==> config.mk <==
export PLATFORM = sky130hd
export DESIGN_NAME = counter_sched
export DESIGN_NICKNAME = d
export VERILOG_FILES = /design/src/rtl/counter_sched.sv
export SDC_FILE = /design/constraint.sdc
export NUM_CORES = 1
export LEC_CHECK = 0
export CORE_MARGIN = 3
export CORE_UTILIZATION = 44
export DETAILED_ROUTE_END_ITERATION = 10
export DONT_BUFFER_PORTS = 1
export MAX_ROUTING_LAYER = met4
export SYNTH_ARGS = -nofsm -noshare
export SYNTH_HDL_FRONTEND = slang
export SYNTH_SLANG_ARGS = --single-unit
==> constraint.sdc <==
create_clock -name clock -period 1.7 [get_ports clock]
set_input_delay 0.255 -clock clock [delete_from_list [all_inputs] [get_ports clock]]
set_output_delay 0.255 -clock clock [all_outputs]
set_load 0.02 [all_outputs]
==> src/rtl/counter_sched.sv <==
// rtl/counter_sched.sv - round-robin scheduler sharing one external counter between NREQ requesters
// Optional build macro: COUNTER_SCHED_SATURATE_EN (increment at all-ones holds instead of wrapping).
`timescale 1ns/1ps
module counter_sched #(
  parameter int NREQ = 4,
  parameter int W    = 8
) (
  input  logic              clock,
  input  logic              reset_n,
  input  logic [NREQ-1:0]   req_i,
  input  logic [2*NREQ-1:0] op_i,
  output logic [NREQ-1:0]   ack_o,
  output logic [W-1:0]      rdata_o,
  output logic              wrap_o,
  output logic              busy_o,
  output logic              ctr_clear_o,
  output logic              ctr_count_o,
  input  logic [W-1:0]      ctr_q_i
);

  localparam int IW = (NREQ > 1) ? $clog2(NREQ) : 1;
  localparam logic [1:0] OP_INC = 2'b01;
  localparam logic [1:0] OP_CLR = 2'b10;

  typedef enum logic [1:0] {INIT, IDLE, ISSUE, CAPTURE} state_t;

  state_t        state, state_nxt;
  logic [IW-1:0] ptr, win, gidx;
  logic [IW:0]   cand;
  logic [1:0]    wop;
  logic          gvalid;
  logic          wrap_pending, wrap_q;
  logic [W-1:0]  rdata_q;
  logic          is_inc, q_full, cnt_en;

  assign is_inc = (wop == OP_INC);
  assign q_full = &ctr_q_i;

`ifdef COUNTER_SCHED_SATURATE_EN
  assign cnt_en = is_inc && !q_full;
`else
  assign cnt_en = is_inc;
`endif

  // Descending scan so the candidate closest to ptr+1 is the last one assigned.
  always_comb begin
    gvalid = 1'b0;
    gidx   = '0;
    cand   = '0;
    for (int i = NREQ; i >= 1; i--) begin
      cand = (IW+1)'(ptr) + (IW+1)'(i);
      if (cand >= (IW+1)'(NREQ))
        cand = cand - (IW+1)'(NREQ);
      if (req_i[cand[IW-1:0]]) begin
        gvalid = 1'b1;
        gidx   = cand[IW-1:0];
      end
    end
  end

  always_comb begin
    state_nxt   = state;
    ctr_clear_o = 1'b0;
    ctr_count_o = 1'b0;
    ack_o       = '0;
    rdata_o     = rdata_q;
    wrap_o      = wrap_q;
    case (state)
      INIT: begin
        // Gated so the clear strobe stays low while reset is held.
        ctr_clear_o = reset_n;
        state_nxt   = IDLE;
      end
      IDLE: begin
        if (gvalid)
          state_nxt = ISSUE;
      end
      ISSUE: begin
        ctr_count_o = cnt_en;
        ctr_clear_o = (wop == OP_CLR);
        state_nxt   = CAPTURE;
      end
      CAPTURE: begin
        ack_o     = NREQ'(1) << win;
        rdata_o   = ctr_q_i;
        wrap_o    = wrap_pending;
        state_nxt = IDLE;
      end
      default: state_nxt = INIT;
    endcase
  end

  assign busy_o = (state != IDLE);

  always_ff @(posedge clock or negedge reset_n) begin
    if (!reset_n) begin
      state        <= INIT;
      ptr          <= '0;
      win          <= '0;
      wop          <= 2'b00;
      wrap_pending <= 1'b0;
      rdata_q      <= '0;
      wrap_q       <= 1'b0;
    end else begin
      state <= state_nxt;
      if (state == IDLE && gvalid) begin
        win <= gidx;
        wop <= op_i[{gidx, 1'b0} +: 2];
      end
      if (state == ISSUE)
        wrap_pending <= is_inc && q_full;
      if (state == CAPTURE) begin
        ptr     <= win;
        rdata_q <= ctr_q_i;
        wrap_q  <= wrap_pending;
      end
    end
  end

endmodule

# Word level (Yosys, flattened, before mapping)

Cells that the tools add are included.

Logic and storage cells: 64
Register bits after elaboration: 18

Eq/ne operators: 7
Reduce and logical (&&, ||, !) cells: 5
Magnitude comparators: 8
Shift operators: 2
Add/sub/neg operators: 8
Multiplexer cells: 27

Operators by type and width:

| kind                  | number |
|---|---|
| $mux W2               | 9 |
| $ge A3 B3 Y1 const B  | 4 |
| $lt A2 B3 Y1 const B  | 4 |
| $mux W1               | 10 |
| $bmux W1 S2           | 4 |
| $mux W8               | 1 |
| $reduce_and A8 Y1     | 1 |
| $shiftx A8 B4 Y2      | 1 |
| $sub A2 B1 Y2 const B | 4 |
| $add A2 B2 Y3 const B | 2 |
| $eq A2 B2 Y1 const B  | 3 |
| $pmux W2 S3           | 1 |
| $eq A2 B1 Y1 const B  | 2 |
| $mux W4               | 1 |
| $shl A1 B2 Y4 const A | 1 |
| $add A2 B1 Y3 const B | 1 |
| $add A2 B3 Y3 const B | 1 |
| $logic_and A1 B1 Y1   | 2 |
| $logic_not A2 Y1      | 1 |
| $ne A2 B1 Y1 const B  | 1 |
| $ne A2 B2 Y1 const B  | 1 |
| $pmux W1 S2           | 1 |
| $reduce_or A2 Y1      | 1 |

# Longest topological paths before layout

Gate-level depths: netlist of run 1.

Word-level depth: 11
Mapped depth: 7

# Worst setup path before layout of run 1

No wires, ideal clock.

Path kind: register -> output
Start point: register state[0]
End point: output ack_o[0]
Slack: -0.148 ns
Stages on the path, launching flop included: 5
Required time: 1.445 ns
Arrival: 1.593 ns
Path buffers: 2
Path through: dfrtp_1 ha_1 clkbuf_1 clkbuf_1 nor3b_1

Cells in the longest elaborated chain, start to end: 2

Ends and longest elaborated chain:

| item                     | line | RTL |
|---|---|---|
| start: declaration       | 27   | `state_t state, state_nxt;` |
| start signal: assignment | 105  | `state <= state_nxt;` |
| $eq A2 B2 Y1             | 68   | `case (state)` |
| $mux W4                  | 68   |  |
| end: declaration         | 12   | `output logic [NREQ-1:0] ack_o,` |

No other way between the ends.

# Worst setup path after layout of run 1

Start point: register state[0]
End point: output wrap_o

Cells in the longest elaborated chain, start to end: 2

Ends and longest elaborated chain:

| item             | line | RTL |
|---|---|---|
| $eq A2 B2 Y1     | 68   |  |
| $mux W1          | 68   |  |
| end: declaration | 14   | `output logic wrap_o,` |

No other way between the ends.

==> qor.yml, run 1 <==
place:
  dpl.hpwl_microns: 1460
  gp_congestion: 0.728
  port_buffers: 0
  place_area_sq_um: 1050
setup_path:
  crit_start: "state[0]"
  startpoint_type: "flop"
  arrival_ps: 1440
  crit_type: "reg -> out"
  crit_cells: 3
  cp_max_fo: 15
  ff2ff_path_depth: 7
  endpoint_kind: "primary output"
  slowest_delay_ps: 430
  reg2reg_from: "state[1]"
  rrSetupSlack_ps: 120
  cp.required_ps: 1440
  worst-path-buf-inv: 1
  slowest_stage: "dfrtp_1"
  crit_family: "flip-flops"
  path_cells: "ha_2 > buf_12 > mux2_4"
pwr:
  power.density_nw_per_um2: 1950
  pwr-share-clk_pct: 11.7
  p_sw_w: 0.000937
  ir_drop_v: 0.00127
  power_leakage_nw: 0.530
  sequentialPowerShare_pct: 33.9
  p_int_w: 0.00130
  swShare_pct: 41.8
  comb_power_share_pct: 54.5
  p_total_w: 0.00224
cts:
  clk_latency_ps: 290
  cts-root-buf: "clkbuf_4"
  cts_made_buffers: 3
  clkSinkCount: 18
  htreeDepth: 1
  cts_tree: "built"
  cts_setup_buffers: 0
  clkTransAtPathRegs_ps: 100
  clk_path_buf_depth: 2
sta:
  clock_skew_ps: 2.70
  finalMaxSlewViolations: 0
  slew_headroom_pct: 45.4
  fin_crit_ps: 1700
  hold_viol_final: 0
  max_freq_mhz: 589
  tightest_slew_ps: 816
  period_share_pct: 99.8
  rsz0062_at_grt: "yes"
  setup_viol: 0
floorplanning:
  die_height_microns: 53.0
  dieArea_sq_um: 2810
  std_cell_rows: 16
  start_util_pct: 48.0
  die_w_microns: 53.0
  core_area_sq_um: 2020
  io_pins: 38
job:
  max_cap_violations: 0
route:
  routed_via_density: 5.36
  finalWirelength_microns: 1970
  first_pass_iters: 4
  drc: 0
  ant_nets: 0
  route.detailed.wl_per_inst_microns: 15.6
  drtIter0Drc: 8
  vias: 675
min_path:
  holdPathStages: 3
  worstHoldStart: "req_i[3]"
  hp-class: "in -> reg"
layout:
  drive_gt1_share_pct: 31.3
  diodes: 0
  nNetsFinal: 126
  stdcell_area_sq_um: 1150
  syn2layout_area_growth_pct: 18.4
grt:
  grt-ovfl-total: 0
  grt_use_total_pct: 16.0
  first_global_vias: 674
  antenna_found_initial: 0
  grt_first_pass_wirelength_microns: 3130
  grt_max_degree: 19
run_status:
  outcome: "finished, final reports clean"
logic_synthesis:
  synth_seq_area_share_pct: 46.4
  yosysWarnings: 0
  synth.distinct_cells: 27
  ys_ff_latch: 18
  synthCells: 90
  synth_nets: 116
  synth_area_per_cell_sq_um: 10.8
  synth_area_sq_um: 971
-- layout make-up --
| type | count | area (sq um) |
|---|---|---|
| fillers | 180 | 872 |
| repair buffers | 7 | 67.6 |
| multi-input cells | 65 | 543 |
| inverters | 5 | 18.8 |
| clock buffers | 4 | 36.3 |
| well taps | 27 | 33.8 |
| flip-flops and latches | 18 | 450 |
-- synth_stat cells, drive strengths merged --
| library cell | count | area, sq um |
|---|---|---|
| o31ai | 1 | 21.3 |
| o221ai | 1 | 15.0 |
| clkbuf | 2 | 7.51 |
| ha | 4 | 50.1 |
| a21boi | 1 | 7.51 |
| nand2 | 15 | 56.3 |
| nor2b | 1 | 6.26 |
| nor3b | 2 | 15.0 |
| and3 | 1 | 6.26 |
| o21ai | 3 | 15.0 |
| a21oi | 1 | 5.00 |
| nand2b | 4 | 25.0 |
| mux2i | 2 | 20.0 |
| inv | 5 | 18.8 |
| dfrtp | 18 | 450 |
| nor4 | 1 | 12.5 |
| a22o | 1 | 8.76 |
| and3b | 2 | 18.8 |
| nand3 | 4 | 20.0 |
| nand4 | 2 | 12.5 |
| o211ai | 2 | 15.0 |
| or2 | 1 | 6.26 |
| mux2 | 13 | 146 |
| nor2 | 3 | 11.3 |
-- path summary, 6_finish.rpt --
kind / to
max: wrap_o
min: state[0]
max reg2reg: wop[0]
min reg2reg: wrap_pending
max in group asynchronous: wop[1]
min in group asynchronous: rdata_q[6]
-- layout by cell type (no fill, tap or decap), drive strengths merged --
cell	count
o221ai	1
nand2b	4
dfrtp	18
dlygate4sd3	1
or2	1
a21boi	1
nor3b	2
a22o	1
o211ai	2
mux2	13
a21oi	1
and3b	2
o21ai	3
ha	4
buf	6
nor2	3
clkbuf	4
inv	5
nor4	1
nand2	15
nor2b	1
nand3	4
nand4	2
mux2i	2
o31ai	1
and3	1
-- power groups by stage --
stage	sequential [W]	combinational, W	clock [W]
floorplan	0.000720	0.000880	0
global placement	0.000749	0.00105	0
finish	0.000759	0.00122	0.000261
CTS	0.000755	0.00123	0.000278
global route	0.000782	0.00133	0.000297
detailed placement	0.000760	0.00107	0
-- per-layer routing --
layer / routed length (microns) / global-route usage (%) / up-vias
met1: 887 / 20.4 / 326
met3: 124 / 5.63 / 2
li1: - / - / 330
met2: 944 / 24.8 / 17
met5: 0 / - / -
met4: 11 / 2.55 / 0
-- timing repair --
item | in CTS | in global routing
setup endpoints to repair | 10 | 16
pin swaps | 1 | 1
cloned | 0 | 0
hold buffers | 1 | 0
hold endpoints to repair | 18 | 0
gates resized for setup | 13 | 3
-- kinds of logic (layout without fill, tap and decap cells) --
logic type | count (synthesis) | after routing | synth area share (%)
mux | 15 | 15 | 17.1
compound gates | 10 | 10 | 9.02
fa+ha+maj | 4 | 4 | 5.15
flops | 18 | 18 | 46.4
simple gates | 36 | 36 | 19.6
buf+inv | 7 | 16 | 2.71
-- per-stage QoR --
stage / setup TNS, ps / hold slack (ps) / instances / worst slack, ps / utilization, %
after floorplan: 0 / -40.6 / 90 / 88.9 / -
after global routing: -605 / 145 / 126 / -66.8 / 56.9
after CTS: -55.9 / 129 / 126 / -10.7 / 56.5
after detailed placement: 0 / -40.2 / 121 / 54.6 / 51.8
final: 0 / 146 / 126 / 3.49 / 56.9
after global placement: 0 / -40.1 / 121 / 144 / 51.8
-- state kept, by name (all words and copies together) (netlist names) --
name and flops:
rdata_q 8, ptr 2, state 2, win 2
wop 2, wrap_pending 1, wrap_q 1
-- tightest hold or removal path: cells and delay by family --
family	cells	cell delay [ps]
simple gates	3	150
No activity file was read; power rests on OpenSTA's default activity.
==> run 2: changes to the inputs <==
--- a/config.mk
+++ b/config.mk
@@ -10,6 +10,7 @@
 export DETAILED_ROUTE_END_ITERATION = 10
 export DONT_BUFFER_PORTS = 1
 export MAX_ROUTING_LAYER = met4
+export SKIP_CTS_REPAIR_TIMING = 1
 export SYNTH_ARGS = -nofsm -noshare
 export SYNTH_HDL_FRONTEND = slang
 export SYNTH_SLANG_ARGS = --single-unit
==> run 2 against run 1 <==
Net effect:
- clock-buffer cell count is the same
- routed wire length grew 4.1%
- sequential share of layout area shrank 1.3 points
- non-clock buffer count grew 1
- first-iteration DRC count shrank 38%
- die area is the same
- core utilization grew 2.2 points
- critical path depth is the same
- flip-flop and latch count is the same
- combinational power grew 9%
- critical path type unchanged
- largest cell class unchanged
- highest routed layer unchanged
==> qor.yml, run 2 (same netlist as run 1, synthesis figures left out) <==
route:
  routed_via_density: 5.33
  ant_nets: 0
  first_pass_iters: 4
  vias: 677
  drc: 0
  route.detailed.wl_per_inst_microns: 16.1
  finalWirelength_microns: 2050
  drtIter0Drc: 5
setup_path:
  cp.required_ps: 1440
  reg2reg_from: "ptr[1]"
  reg2reg_to: "wop[0]"
  crit_type: "reg -> out"
  ff2ff_path_depth: 5
  startpoint_type: "flop"
  crit_family: "flip-flops"
  endpoint_kind: "primary output"
  worst-path-buf-inv: 1
  crit_cells: 3
  arrival_ps: 1430
  rrSetupSlack_ps: 120
  slowest_delay_ps: 460
  path_cells: "ha_4 > buf_12 > mux2_4"
  slowest_stage: "dfrtp_2"
  cp_max_fo: 8
sta:
  fin_crit_ps: 1680
  max_freq_mhz: 594
  slew_headroom_pct: 45.7
  tns_ps: 0
  clock_skew_ps: 1.35
  tightest_slew_ps: 812
  rsz0062_at_grt: "yes"
  period_share_pct: 99.0
  finalMaxSlewViolations: 0
  setup_viol: 0
  fin_ws_ps: 16.7
  hold_viol_final: 0
  whs_ps: 151
floorplanning:
  io_pins: 38
  std_cell_rows: 16
  start_util_pct: 48.0
  die_height_microns: 53.0
  core_area_sq_um: 2020
  die_w_microns: 53.0
  dieArea_sq_um: 2810
pwr:
  power_leakage_nw: 0.541
  power.density_nw_per_um2: 1980
  ir_drop_v: 0.00133
grt:
  grt-ovfl-total: 0
  grt_first_pass_wirelength_microns: 2970
  first_global_vias: 655
  grt_max_degree: 20
  antenna_found_initial: 0
  grt_use_total_pct: 15.1
min_path:
  holdPathStages: 3
  hp-class: "in -> reg"
  worstHoldStart: "req_i[3]"
  hold_path_end: "state[0]"
job:
  max_cap_violations: 0
layout:
  largest_register_ffs: 8
  layout_commonest_cell: "dfrtp_1"
  drive_gt1_share_pct: 35.0
  diodes: 0
  nNetsFinal: 127
  final_cell_mix: "dfrtp_1, nand2_1, mux2_4"
  regMostFlops: "rdata_q"
  syn2layout_area_growth_pct: 22.9
  stdcell_count: 127
cts:
  cts_tree: "built"
  cts-root-buf: "clkbuf_4"
  clkTransAtPathRegs_ps: 100
  clk_latency_ps: 290
  clkSinkCount: 18
  clk_path_buf_depth: 2
  cts_made_buffers: 3
  htreeDepth: 1
place:
  dp_slack_ps: 54.6
  dp.cells: 121
  port_buffers: 0
  dpl.hpwl_microns: 1460
  gp_congestion: 0.728
run_status:
  outcome: "finished, final reports clean"
==> run 2: changes by cell type in the layout (fill, tap and decap cells not counted) <==
cell,delta
clkbuf_16,+1
dfrtp_1,-1
dfrtp_2,+1
ha_1,-1
ha_4,+1
inv_1,-1
inv_2,+1
nor2_2,-1
nor2_4,+1
==> run 2: final cells by class <==
type | instances | area [sq um]
Fill cell | 176 | 828
Multi-Input combinational cell | 65 | 561
Sequential cell | 18 | 452
Timing Repair Buffer | 8 | 92.6
Clock buffer | 4 | 36.3
Tap cell | 27 | 33.8
Inverter | 5 | 18.8
==> run 2: power breakdown <==
part,total [W],internal [W],switching (W)
registers,0.000775,0.000625,0.000150
clock network,0.000262,0.000131,0.000132
logic,0.00133,0.000629,0.000697
==> run 2: tightest hold or removal path, cell delays in order <==
cell	delay, ps
nor4_2	40
nand2_1	60
nand2_1	50
==> run 2: metal layers <==
metal,vias up,routed length [microns],GRT usage (%)
met3,2,139,5.92
met1,322,903,18.3
met4,0,10,2.55
li1,335,-,-
met5,-,0,-
met2,18,995,24.2
==> run 2: metrics by stage <==
| step | power, W | cell area [sq um] | util, % |
|---|---|---|---|
| 6_report | 0.00236 | 1190 | 59.0 |
| 5_1_grt | 0.00253 | 1190 | 59.0 |
| 4_1_cts | 0.00210 | 1080 | 53.6 |
| 3_5_place_dp | 0.00183 | 1050 | 51.8 |
| 3_3_place_gp | 0.00180 | 1050 | 51.8 |
| 2_1_floorplan | 0.00160 | 977 | - |
==> run 2: worst max path at each step <==
stage / start / to / slack [ps]
2_1_floorplan: state[0] / rdata_o[2] / 90
3_3_place_gp: state[1] / wop[0] / 140
3_5_place_dp: state[1] / wop[1] / 50
4_1_cts: state[0] / wrap_o / -90
5_1_grt: state[0] / ctr_count_o / -40
6_report: state[0] / rdata_o[5] / 20
==> run 3: changes to the inputs <==
--- a/config.mk
+++ b/config.mk
@@ -9,6 +9,7 @@
 export CORE_UTILIZATION = 44
 export DETAILED_ROUTE_END_ITERATION = 10
 export DONT_BUFFER_PORTS = 1
+export HOLD_SLACK_MARGIN = 0.02
 export MAX_ROUTING_LAYER = met4
 export SKIP_CTS_REPAIR_TIMING = 1
 export SYNTH_ARGS = -nofsm -noshare
==> results of run 3 <==
Same layout as run 2: the final DEF is identical, and so are final timing and power.
